--- src/rtl/risc_cpu_pkg.sv ---
// Shared widths, opcode encodings and FSM state type for the risc_cpu accumulator core.
package risc_cpu_pkg;

    localparam int DATA_W = 8;
    localparam int ADDR_W = 4;

    localparam logic [3:0] OP_NOP = 4'h0;
    localparam logic [3:0] OP_LDA = 4'h1;
    localparam logic [3:0] OP_STA = 4'h2;
    localparam logic [3:0] OP_ADD = 4'h3;
    localparam logic [3:0] OP_SUB = 4'h4;
    localparam logic [3:0] OP_AND = 4'h5;
    localparam logic [3:0] OP_JMP = 4'h6;
    localparam logic [3:0] OP_JZ  = 4'h7;
    localparam logic [3:0] OP_HLT = 4'hF;

    typedef enum logic [1:0] {
        FETCH = 2'd0,
        EXEC  = 2'd1,
        HALT  = 2'd2
    } state_e;

    // Opcodes whose EXEC cycle samples the operand from memory.
    function automatic logic reads_mem(input logic [3:0] op);
        return (op == OP_LDA) || (op == OP_ADD) || (op == OP_SUB) || (op == OP_AND);
    endfunction

endpackage

--- src/rtl/risc_cpu_if.sv ---
// Memory bus between the CPU (master) and its external 16-byte memory (slave).
interface risc_cpu_if;
    import risc_cpu_pkg::*;

    logic              read;
    logic              write;
    logic [DATA_W-1:0] memoryOut;
    logic [DATA_W-1:0] memoryIn;
    logic [ADDR_W-1:0] address;

    modport master (output read, output write, output memoryIn, output address, input memoryOut);
    modport slave  (input read, input write, input memoryIn, input address, output memoryOut);
endinterface

--- src/rtl/risc_cpu_alu.sv ---
// Combinational ALU: produces the next accumulator value and carry/borrow for the current opcode.
module risc_cpu_alu
    import risc_cpu_pkg::*;
(
    input  logic [DATA_W-1:0] ac_i,
    input  logic [DATA_W-1:0] operand_i,
    input  logic [3:0]        opcode_i,
    output logic [DATA_W-1:0] result_o,
    output logic              carry_o
);

    always_comb begin
        result_o = ac_i;
        carry_o  = 1'b0;
        case (opcode_i)
            OP_LDA: result_o = operand_i;
            OP_ADD: {carry_o, result_o} = {1'b0, ac_i} + {1'b0, operand_i};
            OP_SUB: begin
                result_o = ac_i - operand_i;
                carry_o  = (operand_i > ac_i);
            end
            OP_AND: result_o = ac_i & operand_i;
            default: ;
        endcase
    end

endmodule

--- src/rtl/risc_cpu.sv ---
// risc_cpu: 8-bit accumulator CPU, two-cycle FETCH/EXEC core with HALT.
// Define RISC_CPU_JZ_EN to enable the JZ (jump if AC==0) instruction; otherwise 0111 is a NOP.
//
//   state | meaning
//   FETCH | drive PC, latch instruction into IR, PC+1
//   EXEC  | drive IR[3:0], perform opcode, back to FETCH
//   HALT  | bus idle, hold all registers until clr
module risc_cpu
    import risc_cpu_pkg::*;
#(
    parameter logic [ADDR_W-1:0] RESET_PC = 4'h0
) (
    input  logic       clk,
    input  logic       clr,
    risc_cpu_if.master mem_bus
);

    state_e            state_q, state_d;
    logic [ADDR_W-1:0] pc_q, pc_d;
    logic [DATA_W-1:0] ir_q, ir_d;
    logic [DATA_W-1:0] ac_q, ac_d;
    logic              c_q, c_d;

    logic [3:0]        op;
    logic [ADDR_W-1:0] opnd_addr;
    logic [DATA_W-1:0] alu_result;
    logic              alu_carry;
    logic [ADDR_W-1:0] addr;
    logic              rd;
    logic              wr;

    assign op        = ir_q[7:4];
    assign opnd_addr = ir_q[3:0];

`ifdef RISC_CPU_JZ_EN
    logic z;
    assign z = (ac_q == '0);
`endif

    risc_cpu_alu u_alu (
        .ac_i      (ac_q),
        .operand_i (mem_bus.memoryOut),
        .opcode_i  (op),
        .result_o  (alu_result),
        .carry_o   (alu_carry)
    );

    always_comb begin
        state_d = state_q;
        pc_d    = pc_q;
        ir_d    = ir_q;
        ac_d    = ac_q;
        c_d     = c_q;
        addr    = pc_q;
        rd      = 1'b0;
        wr      = 1'b0;
        case (state_q)
            FETCH: begin
                rd      = 1'b1;
                ir_d    = mem_bus.memoryOut;
                pc_d    = pc_q + 4'd1;
                state_d = EXEC;
            end
            EXEC: begin
                addr    = opnd_addr;
                state_d = FETCH;
                rd      = reads_mem(op);
                if (rd) ac_d = alu_result;
                case (op)
                    OP_ADD, OP_SUB: c_d = alu_carry;
                    OP_STA:         wr = 1'b1;
                    OP_JMP:         pc_d = opnd_addr;
`ifdef RISC_CPU_JZ_EN
                    OP_JZ:          if (z) pc_d = opnd_addr;
`endif
                    OP_HLT:         state_d = HALT;
                    default: ;
                endcase
            end
            HALT: ;
            default: state_d = FETCH;
        endcase
    end

    // Write is gated by clr combinationally so a reset mid-STA never reaches memory.
    assign mem_bus.address  = addr;
    assign mem_bus.read     = rd;
    assign mem_bus.write    = wr & ~clr;
    assign mem_bus.memoryIn = ac_q;

    always_ff @(posedge clk) begin
        if (clr) begin
            state_q <= FETCH;
            pc_q    <= RESET_PC;
            ir_q    <= '0;
            ac_q    <= '0;
            c_q     <= 1'b0;
        end else begin
            state_q <= state_d;
            pc_q    <= pc_d;
            ir_q    <= ir_d;
            ac_q    <= ac_d;
            c_q     <= c_d;
        end
    end

endmodule

--- src/flat_wrapper.sv ---
// flat-port wrapper written by rule: the top's interface ports become plain ports
module risc_cpu_flat import risc_cpu_pkg::*;
#(
    parameter logic [ADDR_W-1:0] RESET_PC = 4'h0
)
  (clk, clr, mem_bus_read, mem_bus_write, mem_bus_memoryIn, mem_bus_address, mem_bus_memoryOut);
  risc_cpu_if mem_bus_i ();
  input  logic clk;
  input  logic clr;
  output wire logic [$bits(mem_bus_i.read)-1:0] mem_bus_read;
  output wire logic [$bits(mem_bus_i.write)-1:0] mem_bus_write;
  output wire logic [$bits(mem_bus_i.memoryIn)-1:0] mem_bus_memoryIn;
  output wire logic [$bits(mem_bus_i.address)-1:0] mem_bus_address;
  input wire logic [$bits(mem_bus_i.memoryOut)-1:0] mem_bus_memoryOut;
  assign mem_bus_read = mem_bus_i.read;
  assign mem_bus_write = mem_bus_i.write;
  assign mem_bus_memoryIn = mem_bus_i.memoryIn;
  assign mem_bus_address = mem_bus_i.address;
  assign mem_bus_i.memoryOut = mem_bus_memoryOut;
  risc_cpu #(.RESET_PC(RESET_PC)) u_core (.clk(clk), .clr(clr), .mem_bus(mem_bus_i));
endmodule
--- config.mk ---
export PLATFORM = sky130hd
export DESIGN_NAME = risc_cpu_flat
export DESIGN_NICKNAME = d
export VERILOG_FILES = /design/src/rtl/risc_cpu_pkg.sv /design/src/rtl/risc_cpu_if.sv /design/src/rtl/risc_cpu_alu.sv /design/src/rtl/risc_cpu.sv /design/src/flat_wrapper.sv
export SDC_FILE = /design/constraint.sdc
export NUM_CORES = 1
export LEC_CHECK = 0
export CORE_ASPECT_RATIO = 0.7
export CORE_UTILIZATION = 54
export DETAILED_ROUTE_END_ITERATION = 8
export GPL_TIMING_DRIVEN = 1
export PLACE_DENSITY = 0.84
export SLEW_MARGIN = 20
export SYNTH_ARGS = -nofsm -noshare
export SYNTH_HDL_FRONTEND = slang
export SYNTH_SLANG_ARGS = --single-unit
--- constraint.sdc ---
create_clock -name clk -period 3.1 [get_ports clk]
set_input_delay 0.62 -clock clk [delete_from_list [all_inputs] [get_ports clk]]
set_output_delay 0.62 -clock clk [all_outputs]
set_load 0.02 [all_outputs]
## Word-level counts from Yosys, hierarchy flattened

Index checks and enable logic that the tools add are counted.
W data, S select, Z words.

- Register bits: 22
- Word-level logic and storage cells: 37

- Equal/unequal tests: 10
- $add $sub $neg: 3
- Bitwise gates (word level): 3
- Reductions and logical operators: 8
- Multiplexer cells: 9

Operator list:

| kind | count |
|---|---|
| $pmux W8 S4 | 1 |
| $eq A4 B3 Y1 const B | 3 |
| $add A8 B8 Y8 | 1 |
| $and A8 B8 Y8 | 1 |
| $eq A4 B2 Y1 const B | 2 |
| $mux W4 | 2 |
| $pmux W4 S2 | 1 |
| $sub A8 B8 Y8 | 1 |
| $pmux W2 S3 | 1 |
| $add A4 B1 Y4 const B | 1 |
| $eq A4 B1 Y1 const B | 1 |
| $eq A4 B4 Y1 const B | 1 |
| $reduce_bool A4 Y1 | 1 |
| $logic_or A1 B1 Y1 | 3 |
| $reduce_and A3 Y1 | 1 |
| $eq A2 B1 Y1 const B | 1 |
| $eq A2 B2 Y1 const B | 1 |
| $logic_not A2 Y1 | 1 |
| $mux W1 | 2 |
| $mux W2 | 1 |
| $ne A2 B2 Y1 const B | 1 |
| $pmux W1 S2 | 1 |
| $reduce_and A2 Y1 | 1 |
| $reduce_bool A2 Y1 | 1 |
| 2 further kinds | 2 |

## Longest topological paths before layout

Gate-level depths: netlist of run 1.

- Word-level depth: 5
- Mapped depth: 11
- Mapped depth without buffers: 11

## Modules after synthesis

From an unflattened synthesis of run 1, not the netlist that was laid out.

- Cell total of the unflattened synthesis: 288
- Area, all modules: 2149.6 um^2

By module, submodules not included:

| module | area an instance (um^2) | instances | cells each |
|---|---|---|---|
| risc_cpu | 1094.8 | 1 | 129 |
| risc_cpu_alu | 1054.8 | 1 | 159 |

## Worst setup path after synthesis of run 1

No wires, ideal clock.

- Path kind: reg2reg
- Start: register u_core.ir_q[4]
- End: register u_core.ac_q[7], in the netlist u_core.mem_bus.memoryIn[7]
- Slack: 0.571 ns
- Period minus slack after synthesis: 2.529 ns
- Cell stages (with the launch flop): 10
- Library setup time: 0.126 ns
- Data arrival time: 2.403 ns
- Data required time: 2.974 ns
- Buffers on the path: 1
- Cells stage by stage: dfxtp_1 > buf_6 > nor4b_4 > mux2i_1 > ha_1 > nor2b_1 > o31a_1 > o41ai_1 > nand2b_1 > o211ai_2

- Word-level cells in the longest chain between the ends: 5
- Elaborated cells on any way between the ends: 10
- Classes of those cells: eq/ne (4); mux (1); reduce/logical (5)

RTL lines:

| what | line | source |
|---|---|---|
| start, declared | risc_cpu.sv:20 | `logic [DATA_W-1:0] ir_q, ir_d;` |
| start signal, assigned | risc_cpu.sv:101 | `ir_q <= ir_d;` |
| $eq A4 B1 Y1 or $eq A4 B2 Y1 (tied branches) | risc_cpu_pkg.sv:25, risc_cpu_alu.sv:15 |  |
| $logic_or A1 B1 Y1 (3 in series) | risc_cpu_pkg.sv:25 | `return (op == OP_LDA) \|\| (op == OP_ADD) \|\| (op == OP_SUB) \|\| (op == OP_AND);` |
| $reduce_and A3 Y1 (no source line) | n/a |  |
| end signal, assigned | risc_cpu.sv:96 | `ac_q <= '0;` |
| end signal, assigned | risc_cpu.sv:102 | `ac_q <= ac_d;` |
| end, declared | risc_cpu.sv:21 | `logic [DATA_W-1:0] ac_q, ac_d;` |

Parallel ways exist; a longest one is shown, timed or not.
A chain may end at the register's enable or synchronous reset.

## Worst setup path after layout of run 1

- Start: input mem_bus_memoryOut[1]
- End: register u_core.ac_q[7], in the netlist u_core.mem_bus.memoryIn[7]

- Word-level cells in the longest chain between the ends: 2
- Elaborated cells on any way between the ends: 3
- Classes of those cells: add/sub (2); mux (1)

RTL lines:

| what | line | source |
|---|---|---|
| start, declared | flat_wrapper.sv:14 | `input wire logic [$bits(mem_bus_i.memoryOut)-1:0] mem_bus_memoryOut;` |
| $sub A8 B8 Y8 or $add A8 B8 Y8 (tied branches) | risc_cpu_alu.sv:19, risc_cpu_alu.sv:17 |  |
| $pmux W8 S4 (*) | risc_cpu_alu.sv:15 | `case (opcode_i)` |

Every way passes the cells marked *; elsewhere a longest branch is shown, timed or not.

==> flow_metrics.tcl, run 1 <==
set metrics [dict create \
    finalCritPeriodShare_pct 93.9 \
    p_switching_mw 0.272 \
    cts_hold_buf 0 \
    slew_viol_final 0 \
    vdd_ir_drop_max_uv 238 \
    vias 1676 \
    cts_sinks 22 \
    gp_congestion 0.851 \
    power_frac_clock_pct 26.4 \
    grt_use_total_pct 28.2 \
    wire_per_inst_um 14.4 \
    synth-main-ff-cell "dfxtp_1" \
    pre_cts_slack_ns -0.0839 \
    syn_area_per_cell_um2 7.78 \
    skew_ns 0.00217 \
    crit_path_end_kind "flip-flop" \
    power_density_nw_per_um2 396 \
    cp.arrival_ns 3.07 \
    ff2ff_setup_slack_ns 0.38 \
    swShare_pct 33.0 \
    fillers 243 \
    num_rows 16 \
    clk_path_buf_depth 2 \
    clk_pin_slew_ns 0.09 \
    async_flop_share_pct 0 \
    dp_hpwl_um 3060 \
    synth_cells 216 \
    hold_viol 0 \
    required_ns 3.26 \
    die_w_um 68.7 \
    criticalPathCategory "input pin to flip-flop" \
    maxCapViolCount 0 \
    synth_area_um2 1680 \
    grt_max_degree 23 \
    drt_iter0_drc 180 \
    yosysSeqAreaShare_pct 26.2 \
    n_antenna_cell 0 \
    pin_count 24 \
    drive_above_1_share_pct 13.1 \
    antenna_found_initial 0 \
    nets 273 \
    outcome "finished clean" \
    critPathLaunchType "input pin" \
    min_path_type "flip-flop to flip-flop" \
    syn_to_final_growth_pct 24.0 \
    wl_um 4150 \
    cts_resized 0 \
    hold_depth 2 \
    cp_max_fo 3 \
    cts-buffers-inserted 3 \
    min_period_ns 2.91 \
    combPwrFrac_pct 34.3 \
    multiInputGateArea_um2 1140 \
    clock-root-buffer "clkbuf_8" \
    ys_warn_count 0 \
    drcViolationCount 0 \
    min_from "u_core.ir_q[3]" \
    final_util_pct 72.3 \
    seqPwrFrac_pct 39.2 \
    first_pass_iters 4 \
    whs_ns 0.484 \
    register_area_um2 440 \
    r2r-end "u_core.mem_bus.memoryIn[7]" \
    ant_nets 0 \
    io_buffers 23 \
    cts_tree "done" \
    htree_levels 1 \
    clock_latency_ns 0.27 \
    postCtsSetupBuffers 0 \
    setup_viol 0 \
    grt_overflow 0 \
    vias_per_cell 5.84 \
    synth.distinct_cells 52 \
    total_power_mw 0.824 \
    p_leak_nw 0.869 \
    worst_slew_pin_slew_ns 0.536 \
    p_int_mw 0.553 \
    synth_edf_count 0 \
    fin_setup_tns_ns 0 \
    start_util_pct 58.3 \
    rr_worst_depth 8 \
    core-area_um2 2880 \
    die_area_um2 3340 \
    grt_pass1_vias 1546 \
    max_freq_mhz 343 \
    grt_pass1_wl_um 7080 \
    hold_end "u_core.ir_q[3]" \
    regToRegStartpoint "u_core.ir_q[5]" \
    layout_setup_ws_ns 0.189 \
    synth-seq-cells 22 \
    slew_headroom_pct 64.2 \
    dieHeight_um 48.7 \
    syn_nets 237 \
    rsz0062_at_grt "no" \
]
-- synthesized netlist by cell type (2+ instances only) --
master    instances  area share, %
nor2_1           18            4.0
o211a_1           2            1.2
a21o_1            5            2.2
clkbuf_1          5            1.1
a211oi_1          4            1.8
o21ai_1           2           0.60
o22ai_1           2           0.74
xnor2_1           7            3.6
nand2b_1          5            1.9
a21oi_1          18            5.4
buf_2             2           0.60
nand3_1           5            1.5
o21a_1            2           0.89
nand2_1          36            8.0
a32oi_1           2            1.0
nor2b_1           2           0.74
inv_1             8            1.8
buf_6             3            2.0
dfxtp_1          22             26
or3_1             2           0.74
a311oi_1          2            1.0
a31oi_1           2           0.74
a22oi_1           2           0.89
o21ai_0          16            4.8
ha_1             10            7.4
nor3_1            5            1.5
nand3b_1          2           0.89
-- cell usage in the layout, fill, tap and decap left out, drive strengths merged, types with 2 or more instances in the layout --
cell type | synthesis | final
or2 | 2 | 2
o21a | 2 | 2
a311oi | 3 | 3
a21o | 5 | 5
nand2b | 5 | 5
inv | 8 | 8
clkdlybuf4s50 | 0 | 23
and2 | 2 | 2
nand2 | 36 | 36
o211a | 2 | 2
a211oi | 5 | 5
nor3 | 5 | 5
buf | 6 | 19
nor2b | 2 | 2
xnor2 | 7 | 7
o21ai | 18 | 18
o22ai | 2 | 2
a31oi | 2 | 2
a32oi | 2 | 2
ha | 10 | 10
a22oi | 2 | 2
nand3b | 2 | 2
dfxtp | 22 | 22
nand3 | 5 | 5
clkbuf | 5 | 4
a21oi | 19 | 19
nor2 | 18 | 18
or3 | 2 | 2
-- critical path, cell delays in order --
cell	delay, ns
clkdlybuf4s50_1	0.51
inv_1	0.05
ha_1	0.27
mux2i_1	0.26
ha_1	0.29
nor2b_1	0.14
o31a_1	0.28
o41ai_1	0.41
nand2b_1	0.18
o211ai_2	0.07
-- cell type report --
class | instances | share of cell area (%)
multi-input cells | 175 | 54.7
flip-flops and latches | 22 | 21.1
repair buffers | 42 | 17.9
clock buffers | 4 | 2.64
well taps | 36 | 2.16
inverters | 8 | 1.44
-- kinds of logic after synthesis --
logic type	count (synthesis)	share of synthesized area [%]
simple gates	86	26.1
compound gates	69	28.4
flops	22	26.2
buf+inv	19	5.96
fa+ha+maj	11	8.64
xor+xnor	8	4.17
mux	1	0.596
-- power by group through the flow --
stage / combinational [mW] / clock (mW) / sequential [mW]
2_1_floorplan: 0.179 / 0 / 0.331
3_3_place_gp: 0.274 / 0 / 0.328
3_5_place_dp: 0.279 / 0 / 0.329
4_1_cts: 0.282 / 0.217 / 0.323
5_1_grt: 0.313 / 0.230 / 0.326
6_report: 0.283 / 0.218 / 0.323
-- how the worst max path moves through the flow --
stage / from / slack (ns) / endpoint / cells past startpoint
finish: mem_bus_memoryOut[1] / 0.19 / u_core.mem_bus.memoryIn[7] / 10
detailed placement: mem_bus_memoryOut[1] / -0.08 / u_core.mem_bus.memoryIn[7] / 10
global route: mem_bus_memoryOut[1] / 0.04 / u_core.mem_bus.memoryIn[7] / 10
CTS: mem_bus_memoryOut[1] / 0.19 / u_core.mem_bus.memoryIn[7] / 10
floorplan: u_core.ir_q[4] / 0.57 / u_core.mem_bus.memoryIn[7] / 9
global placement: mem_bus_memoryOut[0] / 0.002 / u_core.mem_bus.memoryIn[7] / 10
-- layer usage --
| layer | vias to the layer above | GRT usage [%] | share of wire, % |
|---|---|---|---|
| met3 | 6 | 5.66 | 5.9 |
| met4 | 0 | 3.13 | 0.87 |
| li1 | 844 | - | - |
| met5 | - | 0 | 0 |
| met1 | 777 | 40.7 | 49 |
| met2 | 49 | 44.3 | 44 |
-- per-stage QoR --
step | instance area (µm²) | cells
after global placement | 2030 | 283
after floorplan | 1680 | 216
final | 2080 | 287
after CTS | 2080 | 287
after global routing | 2080 | 287
after detailed placement | 2030 | 283
-- state kept, by name, summed over array words and instances, names as in the netlist --
name / cells
u_core.state_q: 2
u_core.mem_bus.memoryIn: 8
u_core.pc_q: 4
u_core.ir_q: 8
Power figures use the tool's default switching activity.
==> run 2, diff against run 1 <==
--- a/config.mk
+++ b/config.mk
@@ -6,10 +6,12 @@
 export NUM_CORES = 1
 export LEC_CHECK = 0
 export CORE_ASPECT_RATIO = 0.7
+export CORE_MARGIN = 2
 export CORE_UTILIZATION = 54
 export DETAILED_ROUTE_END_ITERATION = 8
 export GPL_TIMING_DRIVEN = 1
-export PLACE_DENSITY = 0.84
+export PLACE_DENSITY = 0.76
+export RECOVER_POWER = 50
 export SLEW_MARGIN = 20
 export SYNTH_ARGS = -nofsm -noshare
 export SYNTH_HDL_FRONTEND = slang
==> run 2 against run 1 <==
  * Largest cell class unchanged
  * Highest routed layer unchanged
  * Maximum frequency grew 0.54%
  * Cell count is the same
  * Sequential cell count is the same
  * Non-clock buffer count is the same
  * Worst hold slack gained 0.0038 ns
  * Utilization grew 0.61 points
==> flow_metrics.tcl, run 2 (synthesis results as in run 1) <==
set metrics [dict create \
    outcome "finished clean" \
    drcViolationCount 0 \
    nets 273 \
    ant_nets 0 \
    syn_to_final_growth_pct 25.0 \
    p_switching_mw 0.282 \
    fillers 239 \
    die_area_um2 3580 \
    wl_um 4640 \
    register_area_um2 440 \
    rsz0062_at_grt "no" \
    core-area_um2 2880 \
    clk_pin_slew_ns 0.10 \
    drive_above_1_share_pct 13.1 \
    placed_area_um2 2030 \
    worst_slew_pin_slew_ns 1.15 \
    gp_congestion 0.897 \
    maxCapViolCount 0 \
    dp_hpwl_um 3290 \
    grt_use_total_pct 28.3 \
    cts_sinks 22 \
    whs_ns 0.488 \
    first_pass_iters 5 \
    power_frac_clock_pct 31.0 \
    cp_cell_sequence "clkdlybuf4s50_1, inv_1, ha_1, mux2i_1, ha_1, nor2b_1, o31a_1, o41ai_1, nand2b_1, o211ai_2" \
    critPathLaunchType "input pin" \
    skew_ns 0.0162 \
    final_area_um2 2100 \
    min_path_type "flip-flop to flip-flop" \
    finalNonFillerCells 287 \
    required_ns 3.27 \
    grt_pass1_wl_um 8030 \
    placed_cells_incl_taps 283 \
    cts-buffers-inserted 3 \
    cp_common_cell "ha_1" \
    vias 1743 \
    criticalPathCategory "input pin to flip-flop" \
    setup_viol 0 \
    hold_viol 0 \
    final_common_cell "nand2_1" \
    start_util_pct 58.3 \
    htree_levels 1 \
    crit_path_end_kind "flip-flop" \
    cp.arrival_ns 3.06 \
    clk_path_buf_depth 2 \
    cts_hold_buf 0 \
    clock_latency_ns 0.28 \
    slew_viol_final 0 \
    finalCritPeriodShare_pct 93.4 \
    fin_setup_tns_ns 0 \
    die_w_um 70.7 \
    max_stage_delay_ns 0.48 \
    postCtsSetupBuffers 0 \
    num_rows 16 \
    drt_iter0_drc 180 \
    cp_max_fo 3 \
    power_density_nw_per_um2 426 \
    n_antenna_cell 0 \
    swShare_pct 31.5 \
    multiInputGateArea_um2 1140 \
    dieHeight_um 50.7 \
    wire_per_inst_um 16.2 \
    grt_overflow 0 \
    antenna_found_initial 0 \
    clock-root-buffer "clkbuf_8" \
    vias_per_cell 6.07 \
    pin_count 24 \
    min_period_ns 2.90 \
    p_int_mw 0.613 \
    combPwrFrac_pct 32.8 \
    vdd_ir_drop_max_uv 288 \
    layout_common_cells "nand2_1, dfxtp_1" \
    max_freq_mhz 345 \
    grt_max_degree 23 \
    p_leak_nw 0.886 \
    seqPwrFrac_pct 36.2 \
    grt_pass1_vias 1733 \
    io_buffers 23 \
    cts_tree "done" \
    slew_headroom_pct 23.4 \
    worst_path_max_delay_cell "clkdlybuf4s50_1" \
]
run 2: cell count changes in the layout (fill, tap and decap cells not counted), sizes merged:
| cell | delta |
|---|---|
| bufinv | +1 |
| dlygate4sd3 | +5 |
| buf | -1 |
| clkdlybuf4s50 | -5 |
run 2: power groups by stage:
stage	registers [mW]	clock network (mW)	logic, mW
6_report	0.325	0.278	0.293
5_1_grt	0.328	0.292	0.321
4_1_cts	0.324	0.277	0.291
3_5_place_dp	0.330	0	0.286
3_3_place_gp	0.328	0	0.275
2_1_floorplan	0.331	0	0.179
run 2: area by class of cell:
type,instances,area share [%]
Multi-Input combinational cell,175,54.5
Sequential cell,22,21.0
Timing Repair Buffer,42,17.6
Tap cell,36,2.14
Clock buffer,3,1.97
Clock inverter,1,1.43
Inverter,8,1.43
run 2: timing repair:
item / 4_1_cts / 5_1_grt
hold endpoints to repair: 0 / 0
setup endpoints to repair: 0 / 2
gates resized for setup: 0 / 2
run 2: per-layer routing:
metal / track usage, % / wire, µm
met1: 37.5 / 2190
met4: 5.97 / 13
met3: 6.43 / 232
met2: 47.6 / 2210
met5: 0 / 0
run 2: metrics by stage:
| stage | power, mW | util, % | setup WS (ns) |
|---|---|---|---|
| after detailed placement | 0.616 | 70.4 | -0.0619 |
| after CTS | 0.892 | 72.8 | 0.210 |
| after floorplan | 0.510 | - | 0.571 |
| after global routing | 0.941 | 72.9 | 0.0422 |
| after global placement | 0.603 | 70.4 | 0.0239 |
| final | 0.896 | 72.9 | 0.204 |
run 2: final timing paths:
check,startpoint,to,slack [ns],cells after the start
max,mem_bus_memoryOut[0],u_core.mem_bus.memoryIn[7],0.20,10
min,u_core.ir_q[3],u_core.ir_q[3],0.49,2
max reg2reg,u_core.ir_q[4],u_core.mem_bus.memoryIn[7],0.42,8
min reg2reg,u_core.ir_q[3],u_core.ir_q[3],0.49,2
run 2: worst max-delay path, delay by kind of cell:
family	cells	cell delay, ns
multiplexers	1	0.24
adder cells (fa/ha/maj)	2	0.58
buffers and inverters	2	0.55
AND/OR/NAND/NOR	2	0.32
AO/OA/AOI/OAI	3	0.75
